$ cat src/rtl/uart_host_pkg.sv
// Shared encodings for the host-side UART receiver: RX state, register map, status bits.
// No logic; constants only.
// Imported by uart_host_rx and sync_fifo_byte.
package uart_host_pkg;

    typedef enum logic [2:0] {
        RX_IDLE,
        RX_START,
        RX_DATA,
        RX_PARITY,
        RX_STOP,
        RX_WAIT_HIGH
    } rx_state_e;

    localparam logic [5:0] REG_DATA = 6'd0;
    localparam logic [5:0] REG_STAT = 6'd1;

    localparam int ST_NOT_EMPTY = 0;
    localparam int ST_FULL      = 1;
    localparam int ST_OVERRUN   = 2;
    localparam int ST_FRAMING   = 3;
    localparam int ST_PARITY    = 4;
    localparam int ST_COUNT_LSB = 8;

endpackage

$ cat src/rtl/sync_fifo_byte.sv
// Byte FIFO, 2**AW deep, head byte visible combinationally on pop_dat_o.
// Latency: a push is visible at the head one cycle later.
// Backpressure: push when full and pop when empty are ignored; caller flags overrun.
module sync_fifo_byte
    import uart_host_pkg::*;
#(
    parameter int AW = 4
) (
    input  logic          clk_i,
    input  logic          reset_i,
    input  logic          push_i,
    input  logic [7:0]    push_dat_i,
    input  logic          pop_i,
    output logic [7:0]    pop_dat_o,
    output logic          full_o,
    output logic          empty_o,
    output logic [AW:0]   count_o
);

    localparam int DEPTH = 2 ** AW;

    logic [7:0]    mem_q [DEPTH];
    logic [AW-1:0] wr_ptr_q;
    logic [AW-1:0] rd_ptr_q;
    logic [AW:0]   count_q;
    logic          do_push;
    logic          do_pop;

    // count never exceeds DEPTH, so its top bit alone means full
    assign full_o    = count_q[AW];
    assign empty_o   = (count_q == '0);
    assign count_o   = count_q;
    assign pop_dat_o = mem_q[rd_ptr_q];
    assign do_push   = push_i && !full_o;
    assign do_pop    = pop_i && !empty_o;

    always_ff @(posedge clk_i) begin
        if (do_push) begin
            mem_q[wr_ptr_q] <= push_dat_i;
        end
    end

    always_ff @(posedge clk_i) begin
        if (reset_i) begin
            wr_ptr_q <= '0;
            rd_ptr_q <= '0;
            count_q  <= '0;
        end else begin
            if (do_push) begin
                wr_ptr_q <= wr_ptr_q + AW'(1);
            end
            if (do_pop) begin
                rd_ptr_q <= rd_ptr_q + AW'(1);
            end
            case ({do_push, do_pop})
                2'b10:   count_q <= count_q + (AW+1)'(1);
                2'b01:   count_q <= count_q - (AW+1)'(1);
                default: count_q <= count_q;
            endcase
        end
    end

endmodule

$ cat src/rtl/uart_host_rx.sv
// Host UART receiver (8N1, or 8E1 with UART_HOST_RX_PARITY_EN) feeding a byte FIFO on a 32-bit word bus.
// Latency: read data registered, valid 1 cycle after the read_i rising edge; irq_o lags count by 1 cycle.
// Backpressure: none on the serial line; bytes arriving into a full FIFO are dropped and flagged overrun.
module uart_host_rx
    import uart_host_pkg::*;
#(
    parameter int CLKS_PER_BIT = 434,
    parameter int FIFO_AW      = 4
) (
    input  logic        clk_i,
    input  logic        reset_i,
    input  logic [5:0]  addr_i,
    input  logic        read_i,
    input  logic        write_i,
    input  logic [31:0] data_i,
    output logic [31:0] data_o,
    input  logic        rx_i,
    output logic        irq_o
);

    localparam int CTR_W = $clog2(CLKS_PER_BIT);
    localparam logic [CTR_W-1:0] CTR_FULL = CTR_W'(CLKS_PER_BIT - 1);
    localparam logic [CTR_W-1:0] CTR_HALF = CTR_W'(CLKS_PER_BIT / 2 - 1);

    logic             rx_meta_q;
    logic             rxs_q;
    rx_state_e        state_q, state_d;
    logic [CTR_W-1:0] ctr_q, ctr_d;
    logic [2:0]       bit_idx_q, bit_idx_d;
    logic [7:0]       shreg_q, shreg_d;
    logic             push;
    logic             fe_set;
    logic             read_q;
    logic [31:0]      rdata_q, rdata_d;
    logic             ovr_q, fe_q;
    logic             irq_q;
    logic [31:0]      stat;
    logic             rd_edge;
    logic             clr_wr;
    logic             pop;
    logic [7:0]       head;
    logic             full, empty;
    logic [FIFO_AW:0] count;
    logic             unused_wdat;
`ifdef UART_HOST_RX_PARITY_EN
    logic             par_bad_q, par_bad_d;
    logic             pe_set;
    logic             pe_q;
`endif

    always_comb begin
        state_d   = state_q;
        ctr_d     = ctr_q;
        bit_idx_d = bit_idx_q;
        shreg_d   = shreg_q;
        push      = 1'b0;
        fe_set    = 1'b0;
`ifdef UART_HOST_RX_PARITY_EN
        par_bad_d = par_bad_q;
        pe_set    = 1'b0;
`endif
        if (state_q != RX_IDLE && state_q != RX_WAIT_HIGH && ctr_q != '0) begin
            ctr_d = ctr_q - CTR_W'(1);
        end else begin
            case (state_q)
                RX_IDLE: begin
                    if (!rxs_q) begin
                        ctr_d   = CTR_HALF;
                        state_d = RX_START;
                    end
                end
                RX_START: begin
                    if (!rxs_q) begin
                        ctr_d     = CTR_FULL;
                        bit_idx_d = 3'd0;
                        state_d   = RX_DATA;
                    end else begin
                        state_d = RX_IDLE;
                    end
                end
                RX_DATA: begin
                    shreg_d   = {rxs_q, shreg_q[7:1]};
                    ctr_d     = CTR_FULL;
                    bit_idx_d = bit_idx_q + 3'd1;
                    if (bit_idx_q == 3'd7) begin
`ifdef UART_HOST_RX_PARITY_EN
                        par_bad_d = 1'b0;
                        state_d   = RX_PARITY;
`else
                        state_d   = RX_STOP;
`endif
                    end
                end
`ifdef UART_HOST_RX_PARITY_EN
                RX_PARITY: begin
                    ctr_d   = CTR_FULL;
                    state_d = RX_STOP;
                    // even parity: the parity bit equals the XOR of the data bits
                    if (rxs_q != ^shreg_q) begin
                        pe_set    = 1'b1;
                        par_bad_d = 1'b1;
                    end
                end
`endif
                RX_STOP: begin
                    if (rxs_q) begin
`ifdef UART_HOST_RX_PARITY_EN
                        push = !par_bad_q;
`else
                        push = 1'b1;
`endif
                        state_d = RX_IDLE;
                    end else begin
                        fe_set  = 1'b1;
                        state_d = RX_WAIT_HIGH;
                    end
                end
                RX_WAIT_HIGH: begin
                    if (rxs_q) begin
                        state_d = RX_IDLE;
                    end
                end
                default: state_d = RX_IDLE;
            endcase
        end
    end

    assign rd_edge = read_i && !read_q;
    assign pop     = rd_edge && (addr_i == REG_DATA);
    assign clr_wr  = write_i && (addr_i == REG_STAT);

    always_comb begin
        stat                                = '0;
        stat[ST_NOT_EMPTY]                  = !empty;
        stat[ST_FULL]                       = full;
        stat[ST_OVERRUN]                    = ovr_q;
        stat[ST_FRAMING]                    = fe_q;
`ifdef UART_HOST_RX_PARITY_EN
        stat[ST_PARITY]                     = pe_q;
`endif
        stat[ST_COUNT_LSB +: FIFO_AW + 1]   = count;
    end

    always_comb begin
        rdata_d = rdata_q;
        if (rd_edge) begin
            case (addr_i)
                REG_DATA: rdata_d = empty ? 32'd0 : 32'(head);
                REG_STAT: rdata_d = stat;
                default:  rdata_d = 32'd0;
            endcase
        end
    end

    always_ff @(posedge clk_i) begin
        if (reset_i) begin
            rx_meta_q <= 1'b1;
            rxs_q     <= 1'b1;
            state_q   <= RX_IDLE;
            ctr_q     <= '0;
            bit_idx_q <= '0;
            shreg_q   <= '0;
            read_q    <= 1'b0;
            rdata_q   <= '0;
            ovr_q     <= 1'b0;
            fe_q      <= 1'b0;
            irq_q     <= 1'b0;
        end else begin
            rx_meta_q <= rx_i;
            rxs_q     <= rx_meta_q;
            state_q   <= state_d;
            ctr_q     <= ctr_d;
            bit_idx_q <= bit_idx_d;
            shreg_q   <= shreg_d;
            read_q    <= read_i;
            rdata_q   <= rdata_d;
            // set takes priority over a same-cycle write-1-to-clear
            ovr_q     <= (ovr_q && !(clr_wr && data_i[ST_OVERRUN])) || (push && full);
            fe_q      <= (fe_q && !(clr_wr && data_i[ST_FRAMING])) || fe_set;
            irq_q     <= !empty;
        end
    end

`ifdef UART_HOST_RX_PARITY_EN
    always_ff @(posedge clk_i) begin
        if (reset_i) begin
            par_bad_q <= 1'b0;
            pe_q      <= 1'b0;
        end else begin
            par_bad_q <= par_bad_d;
            pe_q      <= (pe_q && !(clr_wr && data_i[ST_PARITY])) || pe_set;
        end
    end
    assign unused_wdat = ^{data_i[31:ST_PARITY+1], data_i[ST_OVERRUN-1:0]};
`else
    assign unused_wdat = ^{data_i[31:ST_PARITY], data_i[ST_OVERRUN-1:0]};
`endif

    sync_fifo_byte #(
        .AW (FIFO_AW)
    ) u_fifo (
        .clk_i      (clk_i),
        .reset_i    (reset_i),
        .push_i     (push),
        .push_dat_i (shreg_q),
        .pop_i      (pop),
        .pop_dat_o  (head),
        .full_o     (full),
        .empty_o    (empty),
        .count_o    (count)
    );

    assign data_o = rdata_q;
    assign irq_o  = irq_q;

endmodule
$ cat config.mk
export PLATFORM = sky130hd
export DESIGN_NAME = uart_host_rx
export DESIGN_NICKNAME = d
export VERILOG_FILES = /design/src/rtl/uart_host_pkg.sv /design/src/rtl/sync_fifo_byte.sv /design/src/rtl/uart_host_rx.sv
export SDC_FILE = /design/constraint.sdc
export NUM_CORES = 1
export LEC_CHECK = 0
export CAP_MARGIN = 5
export CORE_MARGIN = 2
export CORE_UTILIZATION = 55
export CTS_BUF_LIST = sky130_fd_sc_hd__clkbuf_8
export CTS_CLUSTER_DIAMETER = 200
export CTS_CLUSTER_SIZE = 8
export DETAILED_ROUTE_END_ITERATION = 16
export DONT_BUFFER_PORTS = 1
export HOLD_SLACK_MARGIN = 0.05
export PLACE_DENSITY = 0.7
export SYNTH_ARGS = -nofsm -noshare
export SYNTH_HDL_FRONTEND = slang
export SYNTH_SLANG_ARGS = --single-unit
$ cat constraint.sdc
create_clock -name clk_i -period 6.8 [get_ports clk_i]
set_input_delay 1.36 -clock clk_i [delete_from_list [all_inputs] [get_ports clk_i]]
set_output_delay 1.36 -clock clk_i [all_outputs]
set_load 0.02 [all_outputs]
# After elaboration in Yosys (flattened, before gate mapping)
# Memory sizes are Yosys's and may differ from the RTL's. A register that Yosys moved wholly into a read port is not among the register bits.
# Cells that the tools add are included.
# classes
magnitude_cmp	0
eq_ne	15
n_addsub	6
n_mux	25
shift	0
mul	0
bitwise	1
n_div	0
reduce_logical	31
# ops
op	n
$mux W9	3
$pmux W9 S3	1
$pmux W13 S2	1
$mux W3	5
$pmux W3 S5	1
$logic_and A1 B1 Y1	12
$pmux W5 S2	1
$eq A3 B3 Y1 const B	3
$ne A3 B3 Y1 const B	3
$reduce_bool A9 Y1	1
$sub A9 B1 Y9 const B	1
$add A4 B1 Y4 const B	2
$mux W1	8
$mux W4	2
$mux W8	1
$ne A2 B2 Y1 const B	4
$eq A6 B1 Y1 const B	1
$logic_not A6 Y1	1
$pmux W3 S2	1
$reduce_and A3 Y1	2
$add A5 B1 Y5 const B	1
$logic_not A1 Y1	5
$logic_not A5 Y1	1
$sub A5 B1 Y5 const B	1
other kinds (14)	16
# totals
memories	1
latchBits	0
register_bits	74
romBits	0
mem_bits_rw	128
output_inout_bits	33
# memory_table
name	depth	word_bits	rd	rd_ports_with_merged_regs	write_ports	line	rtl
u_fifo.mem_q	16	8	1	1	1	sync_fifo_byte.sv:22	logic [7:0] mem_q [DEPTH];

# Depth between registers and ports, before layout
# Gate-level depths: netlist of run 1.
# depth
ltp_word	7
depth_mapped	16

# By module
# From an unflattened synthesis of run 1, not the netlist that was laid out.
# hier_totals
hier_cells	531
area_unflattened_um2	7724.9
# modules_own_cells
mod	seq_area_each_um2	area_each_um2	cells_each	n_inst
sync_fifo_byte	4184.0	5738.0	294	1
uart_host_rx	840.8	1986.9	237	1

# Worst setup path after synthesis of run 1
# OpenSTA, ideal clock, no wires.
# synth_path
path_type	input-to-reg
from	input port addr_i[3]
to	register u_fifo.count_q[4], in the netlist u_fifo.count_o[4]
arrival_ns	4.043
cell_stages	13
setup_slack_ns	2.686
required_ns	6.730
n_path_buf	2
path_cell_list	or4_4 > nor2_1 > nor4b_2 > buf_4 > ha_1 > clkbuf_1 > xor2_1 > ha_1 > a21o_1 > a22oi_1 > o221a_2 > or3_1 > a21oi_1
# synth_between
elab_chain_cells	5
elab_cells_between_ends	7
cone_classes	eq/ne: 2; mux: 1; reduce/logical: 4
# synth_lines
item	line	rtl
start: declaration	uart_host_rx.sv:12	input logic [5:0] addr_i,
$logic_not A6 Y1 (*)	uart_host_rx.sv:129	assign pop = rd_edge && (addr_i == REG_DATA);
$logic_and A1 B1 Y1 (*)	uart_host_rx.sv:129	
$logic_and A1 B1 Y1 (*)	sync_fifo_byte.sv:35	assign do_pop = pop_i && !empty_o;
$eq A2 B1 Y1 / $eq A2 B2 Y1 (equally long branches)	sync_fifo_byte.sv:55	case ({do_push, do_pop})
$pmux W5 S2 / $reduce_bool A2 Y1 (equally long branches)	--	
end signal: assignment	sync_fifo_byte.sv:56	2'b10: count_q <= count_q + (AW+1)'(1);
end signal: assignment	sync_fifo_byte.sv:57	2'b01: count_q <= count_q - (AW+1)'(1);
end signal: assignment	sync_fifo_byte.sv:58	default: count_q <= count_q;
end: declaration	sync_fifo_byte.sv:25	logic [AW:0] count_q;
# Mark *: on every way between the ends. The rest lies on a longest branch, timed or not.
# A chain may end at the register's enable or synchronous reset.

# Final worst setup path of run 1
# layout_path
from	register ctr_q[0]
to	register u_fifo.count_q[4], in the netlist u_fifo.count_o[4]
# layout_between
elab_chain_cells	6
elab_cells_between_ends	8
cone_classes	eq/ne: 2; mux: 2; reduce/logical: 4
# layout_lines
item	line	rtl
start: declaration	uart_host_rx.sv:28	logic [CTR_W-1:0] ctr_q, ctr_d;
start signal: assignment	uart_host_rx.sv:172	ctr_q <= ctr_d;
$reduce_bool A9 Y1 (*)	uart_host_rx.sv:62	if (state_q != RX_IDLE && state_q != RX_WAIT_HIGH && ctr_q != '0) begin
$logic_and A1 B1 Y1 (*)	uart_host_rx.sv:62	
$mux W1 (*)	uart_host_rx.sv:62	
$logic_and A1 B1 Y1 (*)	sync_fifo_byte.sv:34	assign do_push = push_i && !full_o;
$eq A2 B1 Y1 / $eq A2 B2 Y1 (equally long branches)	sync_fifo_byte.sv:55	
$pmux W5 S2 / $reduce_bool A2 Y1 (equally long branches)	--	
# Marked as above.

==> flow_metrics.tcl, run 1 <==
set metrics [dict create \
    row_count 43 \
    cp_data_arrival_time_ps 4220 \
    clock.fmax_ghz 0.261 \
    cts_made_buffers 17 \
    async_flop_share_pct 0 \
    grt_pass1_wl_um 23200 \
    p_total_mw 2.04 \
    grt_pass1_vias 4228 \
    post-route-period-util_pct 56.4 \
    finalHoldViolations 0 \
    gr-usage-all-layers_pct 21.0 \
    vias 4506 \
    hp-start "rx_meta_q" \
    end_kind "flip-flop" \
    gr-total-overflow 0 \
    yosysUniqueCellTypes 60 \
    ios 76 \
    skew_ps 13.3 \
    holdPathEnd "rxs_q" \
    synth-edff-count 128 \
    ys.flop_type "edfxtp_1" \
    total_leakage_power_nw 2.73 \
    whs_path_depth 1 \
    core_sq_um 13900 \
    ys_seq_area_share_pct 64.0 \
    syn_area_sq_um 7850 \
    cp_common_cell "ha_1" \
    crit_slowest_cell "or4b_1" \
    drt-initial-drc-count 432 \
    period_minus_slack_ps 3830 \
    r2r_slack_ps 2970 \
    hold_class "reg -> reg" \
    outcome "complete, no violations" \
    worst_slew_pin_slew_ps 1190 \
    wl_per_cell_um 19.9 \
    synth_top_area_cell "edfxtp_1" \
    drc 0 \
    syn_inst 564 \
    crit_path_max_fanout 10 \
    dieArea_sq_um 15200 \
    dp_hpwl_um 9590 \
    netlist.area_leader.share_pct 49.0 \
    drt-total-wl_um 15000 \
    layout.nets 613 \
    fin_cells 751 \
    syn2layout_area_growth_pct 6.17 \
    layout-drive-gt1-share_pct 14.7 \
    fp.dieH_um 123 \
    slew_headroom_pct 19.9 \
    path_cells "inv_1 > ha_1 > or4b_1 > nor3_4 > o21a_2 > inv_1 > ha_1 > xor2_1 > ha_1 > or3b_1 > o221a_2 > or3_1 > a21oi_1" \
    rr_worst_depth 13 \
    antenna_left 0 \
    grt_max_degree 59 \
    r2r_end "u_fifo.count_o[4]" \
    firstDrtPassIters 5 \
    ctsRootBufferMaster "clkbuf_8" \
    synth-seq-cells 187 \
    cts.clk_slew.worst_paths_ps 90 \
    clock_path_buffers 2 \
    diodes 0 \
    fin_setup_tns_ps 0 \
    die_x_um 123 \
    r2r-start "ctr_q[0]" \
    cpPeakStageDelay_ps 640 \
    post-cts-setup-buffer-count 0 \
    htreeDepth 4 \
    portBuffers 0 \
    clock-sinks 187 \
    rsz0062_at_grt "false" \
    cts-resized-gates 0 \
    viasPerCell 6.00 \
    maxCapViolations 0 \
    timing.critical_path.from_type "flip-flop" \
    gp_congestion 0.791 \
    powerDensity_nw_per_um2 245 \
    holdBufCountCts 0 \
    antenna_found_initial 0 \
    cts_tree "yes" \
    initial_core_util_pct 56.3 \
    drv_slew 0 \
    setup_viol 0 \
    synth_warnings 0 \
    max-vdd-ir-drop_v 0.000170 \
    clk_latency_ps 460 \
    required_ps 7190 \
    synth.area.top_cells "edfxtp_1, dfxtp_1, mux4_2" \
    syn_avg_cell_area_sq_um 13.9 \
    critPathKind "reg -> reg" \
    placed_cells 717 \
]
## metrics by stage
stage          utilization, %  area, sq um  hold WS, ps  setup WS, ps
2_1_floorplan               -         7920          389          2690
3_3_place_gp             56.8         7910          401          2700
3_5_place_dp             56.8         7910          411          2590
4_1_cts                  59.7         8320          435          2960
5_1_grt                  59.8         8340          454          2680
6_report                 59.8         8340          425          2970
## cell families (layout without fill, tap and decap cells)
group / count (synthesis) / after routing / synth area share [%]
compound gates: 79 / 79 / 6.92
xor+xnor: 8 / 8 / 0.892
fa+ha+maj: 12 / 12 / 1.91
buf+inv: 63 / 52 / 4.16
flops: 187 / 187 / 64.0
mux: 49 / 49 / 11.4
other cells: 1 / 19 / 0.0478
simple gates: 165 / 165 / 10.7
## area by class of cell
class	instances	area [sq um]
fillers	1045	5600
flip-flops and latches	187	5030
multi-input cells	332	2570
clock buffers	17	234
well taps	180	225
clock inverters	15	180
repair buffers	8	57.6
inverters	12	45.0
## critical path, delay by kind of cell (launching register included)
family,cells,cell delay [ps]
AO/OA/AOI/OAI,3,570
XOR/XNOR,1,190
flip-flops,1,330
adder cells (fa/ha/maj),3,700
AND/OR/NAND/NOR,4,1770
buffers and inverters,2,180
## sequential cells by signal (all words and copies together), names as in the netlist, named ones only
signal and flops:
u_fifo.wr_ptr_q 4, u_fifo.count_o 5, irq_o 1, ctr_q 9
ovr_q 1, bit_idx_q 3, rx_meta_q 1, u_fifo.mem_q 128
read_q 1, rxs_q 1, u_fifo.rd_ptr_q 4, data_o 13
state_q 3, fe_q 1, shreg_q 8
## worst max-delay path by stage
stage / slack (ps) / startpoint / end / depth (start not counted)
after CTS: 2960 / ctr_q[0] / u_fifo.count_o[4] / 13
final: 2970 / ctr_q[0] / u_fifo.count_o[4] / 13
after floorplan: 2690 / addr_i[3] / u_fifo.count_o[4] / 13
after global placement: 2700 / addr_i[3] / u_fifo.count_o[4] / 12
after global routing: 2680 / ctr_q[0] / u_fifo.count_o[4] / 13
after detailed placement: 2590 / addr_i[3] / u_fifo.count_o[4] / 12
## per-layer routing
layer	up-vias	part of all wire [%]	track usage, %
li1	2073	-	-
met1	2252	43	28.2
met2	162	49	33.8
met3	19	6.1	5.72
met4	0	1.3	6.32
met5	-	0	0
## cell usage after synthesis, types with 9 or more instances
master	count
o21ai_0	10
inv_1	12
a21oi_1	18
nor3_1	10
dfxtp_1	59
buf_4	22
clkbuf_1	19
edfxtp_1	128
nor2_1	61
nand2b_1	9
ha_1	12
mux4_2	32
a22oi_1	15
nand3_1	20
nand2_1	24
mux2i_1	16
## power by group
part | internal, mW | switching, mW
clock network | 0.393 | 0.375
logic | 0.0199 | 0.0451
registers | 1.20 | 0.00742
total | 1.62 | 0.428
## cells in the final DEF, fill, tap and decap left out, types with 5 or more instances in the layout
master / count
a21oi_1: 18
a22oi_1: 15
and3_1: 6
buf_4: 6
clkbuf_8: 17
conb_1: 19
dfxtp_1: 58
edfxtp_1: 128
ha_1: 12
inv_1: 14
mux2i_1: 16
mux4_2: 32
nand2_1: 24
nand2b_1: 9
nand3_1: 20
nor2_1: 61
nor2b_1: 8
nor3_1: 10
o21ai_0: 10
or2_2: 6
or3_1: 5
xor2_1: 5
Power figures use the tool's default switching activity.
==> inputs of run 2 (changes only) <==
--- a/config.mk
+++ b/config.mk
@@ -14,7 +14,7 @@
 export DETAILED_ROUTE_END_ITERATION = 16
 export DONT_BUFFER_PORTS = 1
 export HOLD_SLACK_MARGIN = 0.05
-export PLACE_DENSITY = 0.7
+export PLACE_DENSITY = 0.73
 export SYNTH_ARGS = -nofsm -noshare
 export SYNTH_HDL_FRONTEND = slang
 export SYNTH_SLANG_ARGS = --single-unit
==> constraint.sdc (replaced) <==
create_clock -name clk_i -period 3.4 [get_ports clk_i]
set_input_delay 0.68 -clock clk_i [delete_from_list [all_inputs] [get_ports clk_i]]
set_output_delay 0.68 -clock clk_i [all_outputs]
set_load 0.02 [all_outputs]
==> run 2 against run 1 <==
Worst setup slack got worse by 2700 ps. Critical path type unchanged. Hold slack got worse by 140 ps. Sequential share of layout area shrank 1.1 points. Routed wire length increased by 1.3%. Largest cell class unchanged. Count of clock-buffer cells in the layout up 3. First-iteration DRC count down 13%.
==> flow_metrics.tcl, run 2 (synthesized netlist as in run 1, its figures left out) <==
set metrics [dict create \
    regMostFlops "u_fifo.mem_q" \
    wl_per_cell_um 19.7 \
    gr-total-overflow 0 \
    dp_hpwl_um 10000 \
    portBuffers 0 \
    crit_family "simple AND/OR/NAND/NOR gates" \
    cts.clk_slew.worst_paths_ps 90 \
    cp-startpoint "ctr_q[0]" \
    die_x_um 123 \
    drt-total-wl_um 15200 \
    path_depth 14 \
    utilization_pct 60.9 \
    grt_max_degree 59 \
    ctsRootBufferMaster "clkbuf_8" \
    p_total_mw 3.99 \
    worst_slack_ps 245 \
    seq_area_sq_um 5030 \
    final_cell_mix "edfxtp_1, nor2_1, dfxtp_1" \
    cts_made_buffers 17 \
    max-vdd-ir-drop_v 0.000358 \
    share_comb_of_total_power_pct 3.5 \
    antenna_left 0 \
    grt_pass1_wl_um 23800 \
    final_common_cell "edfxtp_1" \
    htreeDepth 4 \
    hold_slack_ps 286 \
    drt-initial-drc-count 375 \
    drv_slew 0 \
    powerDensity_nw_per_um2 470 \
    grt_pass1_vias 4506 \
    cpPeakStageDelay_ps 510 \
    fin_setup_tns_ps 0 \
    timing.critical_path.from_type "flip-flop" \
    ios 76 \
    vias 4533 \
    crit_slowest_cell "or4b_1" \
    layout.nets 633 \
    holdBufCountCts 0 \
    multi_input_area_sq_um 2580 \
    rr_worst_depth 14 \
    skew_ps 11.9 \
    fillCellCount 1031 \
    post-route-period-util_pct 92.8 \
    placed_cell_area_sq_um 8090 \
    crit_path_max_fanout 6 \
    maxCapViolations 0 \
    clock-sinks 187 \
    worst-path-buf-inv 2 \
    antenna_found_initial 0 \
    syn2layout_area_growth_pct 8.06 \
    diodes 0 \
    clk_latency_ps 460 \
    rsz0062_at_grt "false" \
    gr-usage-all-layers_pct 21.5 \
    clock.fmax_ghz 0.317 \
    clock_path_buffers 2 \
    fin_cells 771 \
    slew_headroom_pct 48.9 \
    power_frac_seq_pct 60.7 \
    crit_end "u_fifo.count_o[4]" \
    r2r_slack_ps 240 \
    required_ps 3790 \
    placed_cells 739 \
    worst_slew_pin_slew_ps 763 \
    firstDrtPassIters 5 \
    p_switching_mw 0.886 \
    critPathKind "reg -> reg" \
    hold_class "in -> reg" \
    swShare_pct 22.2 \
    end_kind "flip-flop" \
    p_clk_share_pct 35.8 \
    p_int_mw 3.11 \
    place_ws_ps 182 \
    cp_data_arrival_time_ps 3540 \
    period_minus_slack_ps 3160 \
    largest_reg_flops 128 \
    path_cells "inv_1 > ha_1 > or4b_1 > nor3_4 > o21a_4 > inv_1 > ha_1 > xor2_1 > ha_2 > a21o_1 > a22oi_1 > o221a_2 > or3_1 > a21oi_1" \
    layout-drive-gt1-share_pct 18.3 \
    dieArea_sq_um 15200 \
    r2r-start "ctr_q[0]" \
    initial_core_util_pct 56.3 \
    total_leakage_power_nw 2.83 \
    gp_congestion 0.828 \
    r2r_end "u_fifo.count_o[4]" \
    fin_area_sq_um 8480 \
    row_count 43 \
    cts_tree "yes" \
    setup_viol 0 \
    core_sq_um 13900 \
    finalHoldViolations 0 \
    drc 0 \
    outcome "complete, no violations" \
    fp.dieH_um 123 \
    viasPerCell 5.88 \
]
run 2: how the worst min path moves through the flow:
stage                          from    endpoint  slack, ps  cells past startpoint
after floorplan           rx_meta_q       rxs_q        390                      1
after global placement     ctr_q[0]    ctr_q[0]        450                      1
after detailed placement  rx_meta_q       rxs_q        440                      1
after CTS                   reset_i  data_o[12]        260                      1
after global routing        reset_i   flip-flop        260                      1
final                       reset_i   flip-flop        290                      1
run 2: layout make-up:
type                            instances  share of cell area (%)
Clock inverter                         12                    1.34
Sequential cell                       187                    59.2
Clock buffer                           20                    3.24
Tap cell                              180                    2.65
Timing Repair Buffer                   28                    2.62
Multi-Input combinational cell        332                    30.4
Inverter                               12                   0.531
run 2: metal layers:
layer	track usage, %	routed length (um)	up-vias
met5	0	0	-
met4	5.54	112	0
met3	5.17	897	7
met2	35.1	7670	153
met1	29.0	6490	2266
li1	-	-	2107
run 2: power by group through the flow:
stage / Clock, mW / Sequential (mW) / Combinational, mW
floorplan: 0 / 2.47 / 0.139
global placement: 0 / 2.47 / 0.137
detailed placement: 0 / 2.47 / 0.139
CTS: 1.45 / 2.42 / 0.140
global route: 1.55 / 2.42 / 0.159
finish: 1.43 / 2.42 / 0.141
run 2: repair_timing:
action | 4_1_cts | 5_1_grt
buffers inserted | 0 | 0
hold endpoints to repair | 0 | 0
resized for setup | 0 | 2
setup endpoints to repair | 0 | 1
==> inputs of run 3 (changes only) <==
--- a/config.mk
+++ b/config.mk
@@ -14,6 +14,7 @@
 export DETAILED_ROUTE_END_ITERATION = 16
 export DONT_BUFFER_PORTS = 1
 export HOLD_SLACK_MARGIN = 0.05
+export MAX_ROUTING_LAYER = met4
 export PLACE_DENSITY = 0.73
 export SYNTH_ARGS = -nofsm -noshare
 export SYNTH_HDL_FRONTEND = slang
==> run 3 against run 2 <==
Worst setup slack better by 5.1 ps. Core utilization stayed put. Clock power is essentially flat. Largest cell class unchanged. Sequential power about the same. Hold slack worse by 4.4 ps. Largest power group unchanged. Combinational power about the same. Non-clock buffer count is the same. Cell count unchanged. Register-to-register slack about the same.
==> flow_metrics.tcl, run 3 (synthesized netlist as in run 1, its figures left out) <==
set metrics [dict create \
    crit_slowest_cell "or4b_1" \
    required_ps 3790 \
    period_minus_slack_ps 3150 \
    row_count 43 \
    dieArea_sq_um 15200 \
    power_frac_seq_pct 60.6 \
    fp.dieH_um 123 \
    vias 4548 \
    placed_cell_area_sq_um 8090 \
    worst_slack_ps 250 \
    finalHoldViolations 0 \
    antenna_left 0 \
    maxCapViolations 0 \
    r2r_slack_ps 250 \
    layout-drive-gt1-share_pct 18.3 \
    utilization_pct 60.9 \
    cts_tree "yes" \
    viasPerCell 5.90 \
    path_cells "inv_1 > ha_1 > or4b_1 > nor3_4 > o21a_4 > inv_1 > ha_1 > xor2_1 > ha_2 > a21o_1 > a22oi_1 > o221a_2 > or3_1 > a21oi_1" \
    clock.fmax_ghz 0.317 \
    cts.clk_slew.worst_paths_ps 90 \
    drc 0 \
    outcome "complete, no violations" \
    regMostFlops "u_fifo.mem_q" \
    end_kind "flip-flop" \
    swShare_pct 22.3 \
    timing.critical_path.from_type "flip-flop" \
    route.layer.met1.wl_um 6500 \
    p_clk_share_pct 35.9 \
    drt-initial-drc-count 351 \
    ctsRootBufferMaster "clkbuf_8" \
    core_sq_um 13900 \
    clock_path_buffers 2 \
    post-route-period-util_pct 92.7 \
    cts-resized-gates 0 \
    drv_slew 0 \
    dp_hpwl_um 10000 \
    dr.max_layer_used "met4" \
    fin_area_sq_um 8480 \
    fin_setup_tns_ps 0 \
    largest_reg_flops 128 \
    cp_data_arrival_time_ps 3540 \
    rr_worst_depth 14 \
    p_int_mw 3.11 \
    holdBufCountCts 0 \
    hp-start "reset_i" \
    hold_class "in -> reg" \
    drt-total-wl_um 15300 \
    diodes 0 \
    portBuffers 0 \
    rsz0062_at_grt "false" \
    gr-usage-all-layers_pct 22.1 \
    die_x_um 123 \
    p_switching_mw 0.892 \
    gr-total-overflow 0 \
    p_total_mw 4.00 \
    cpPeakStageDelay_ps 510 \
    syn2layout_area_growth_pct 8.06 \
    final_cell_mix "edfxtp_1, nor2_1, dfxtp_1" \
    powerDensity_nw_per_um2 471 \
    r2r_end "u_fifo.count_o[4]" \
    layout.nets 633 \
    gp_congestion 0.841 \
    share_comb_of_total_power_pct 3.6 \
    grt_max_degree 59 \
    wl_per_cell_um 19.8 \
    wl_met3_um 988 \
    final_common_cell "edfxtp_1" \
    r2r-start "ctr_q[0]" \
    cts_made_buffers 17 \
    setup_viol 0 \
    max-vdd-ir-drop_v 0.000356 \
    place_ws_ps 182 \
    post-cts-setup-buffer-count 0 \
    grt_pass1_vias 4502 \
    critPathKind "reg -> reg" \
    slew_headroom_pct 49.1 \
    total_leakage_power_nw 2.83 \
    worst_slew_pin_slew_ps 761 \
    clock-sinks 187 \
    grt_pass1_wl_um 23800 \
    crit_path_max_fanout 6 \
    skew_ps 10.7 \
    initial_core_util_pct 56.3 \
    clk_latency_ps 460 \
    whs_path_depth 1 \
    wl_met2_um 7670 \
    htreeDepth 4 \
    ios 76 \
    antenna_found_initial 0 \
    firstDrtPassIters 5 \
]
-- run 3: how the worst max path moves through the flow --
| stage | from | end | slack (ps) | depth (start not counted) |
|---|---|---|---|---|
| 3_3_place_gp | addr_i[3] | u_fifo.count_o[4] | 200 | 11 |
| 2_1_floorplan | addr_i[3] | u_fifo.count_o[4] | 70 | 13 |
| 6_report | ctr_q[0] | u_fifo.count_o[4] | 250 | 14 |
| 5_1_grt | ctr_q[0] | u_fifo.count_o[4] | 30 | 14 |
| 3_5_place_dp | addr_i[3] | u_fifo.count_o[4] | 180 | 11 |
| 4_1_cts | ctr_q[0] | u_fifo.count_o[4] | 170 | 13 |
-- run 3: cell type report --
class                           instances  area (sq um)
Timing Repair Buffer                   28           223
Sequential cell                       187          5030
Multi-Input combinational cell        332          2580
Clock inverter                         12           114
Inverter                               12          45.0
Clock buffer                           20           275
Fill cell                            1031          5450
Tap cell                              180           225
-- run 3: metrics by stage --
stage	hold WS, ps	cells
final	282	771
after floorplan	389	582
after global routing	256	771
after detailed placement	445	739
after global placement	451	739
after CTS	259	771
-- run 3: worst max-delay path, delay by kind of cell, from the launching register on --
kind | cells | cell delay (ps)
and+or+nand+nor | 3 | 1000
DFF | 1 | 330
AOI/OAI and AO/OA | 5 | 840
adders and majority gates | 3 | 600
xor gates and xnor gates | 1 | 150
buffers and inverters | 2 | 170
-- run 3: metal layers --
layer  track usage [%]  vias up
met3              5.17       13
li1                  -     2106
met5                 -        -
met1              29.2     2275
met4              5.54        0
met2              35.2      154
-- run 3: power by group through the flow --
stage	combinational (mW)	clock, mW	sequential, mW
floorplan	0.139	0	2.47
global placement	0.137	0	2.47
detailed placement	0.139	0	2.47
CTS	0.140	1.45	2.42
global route	0.159	1.55	2.42
finish	0.142	1.43	2.42
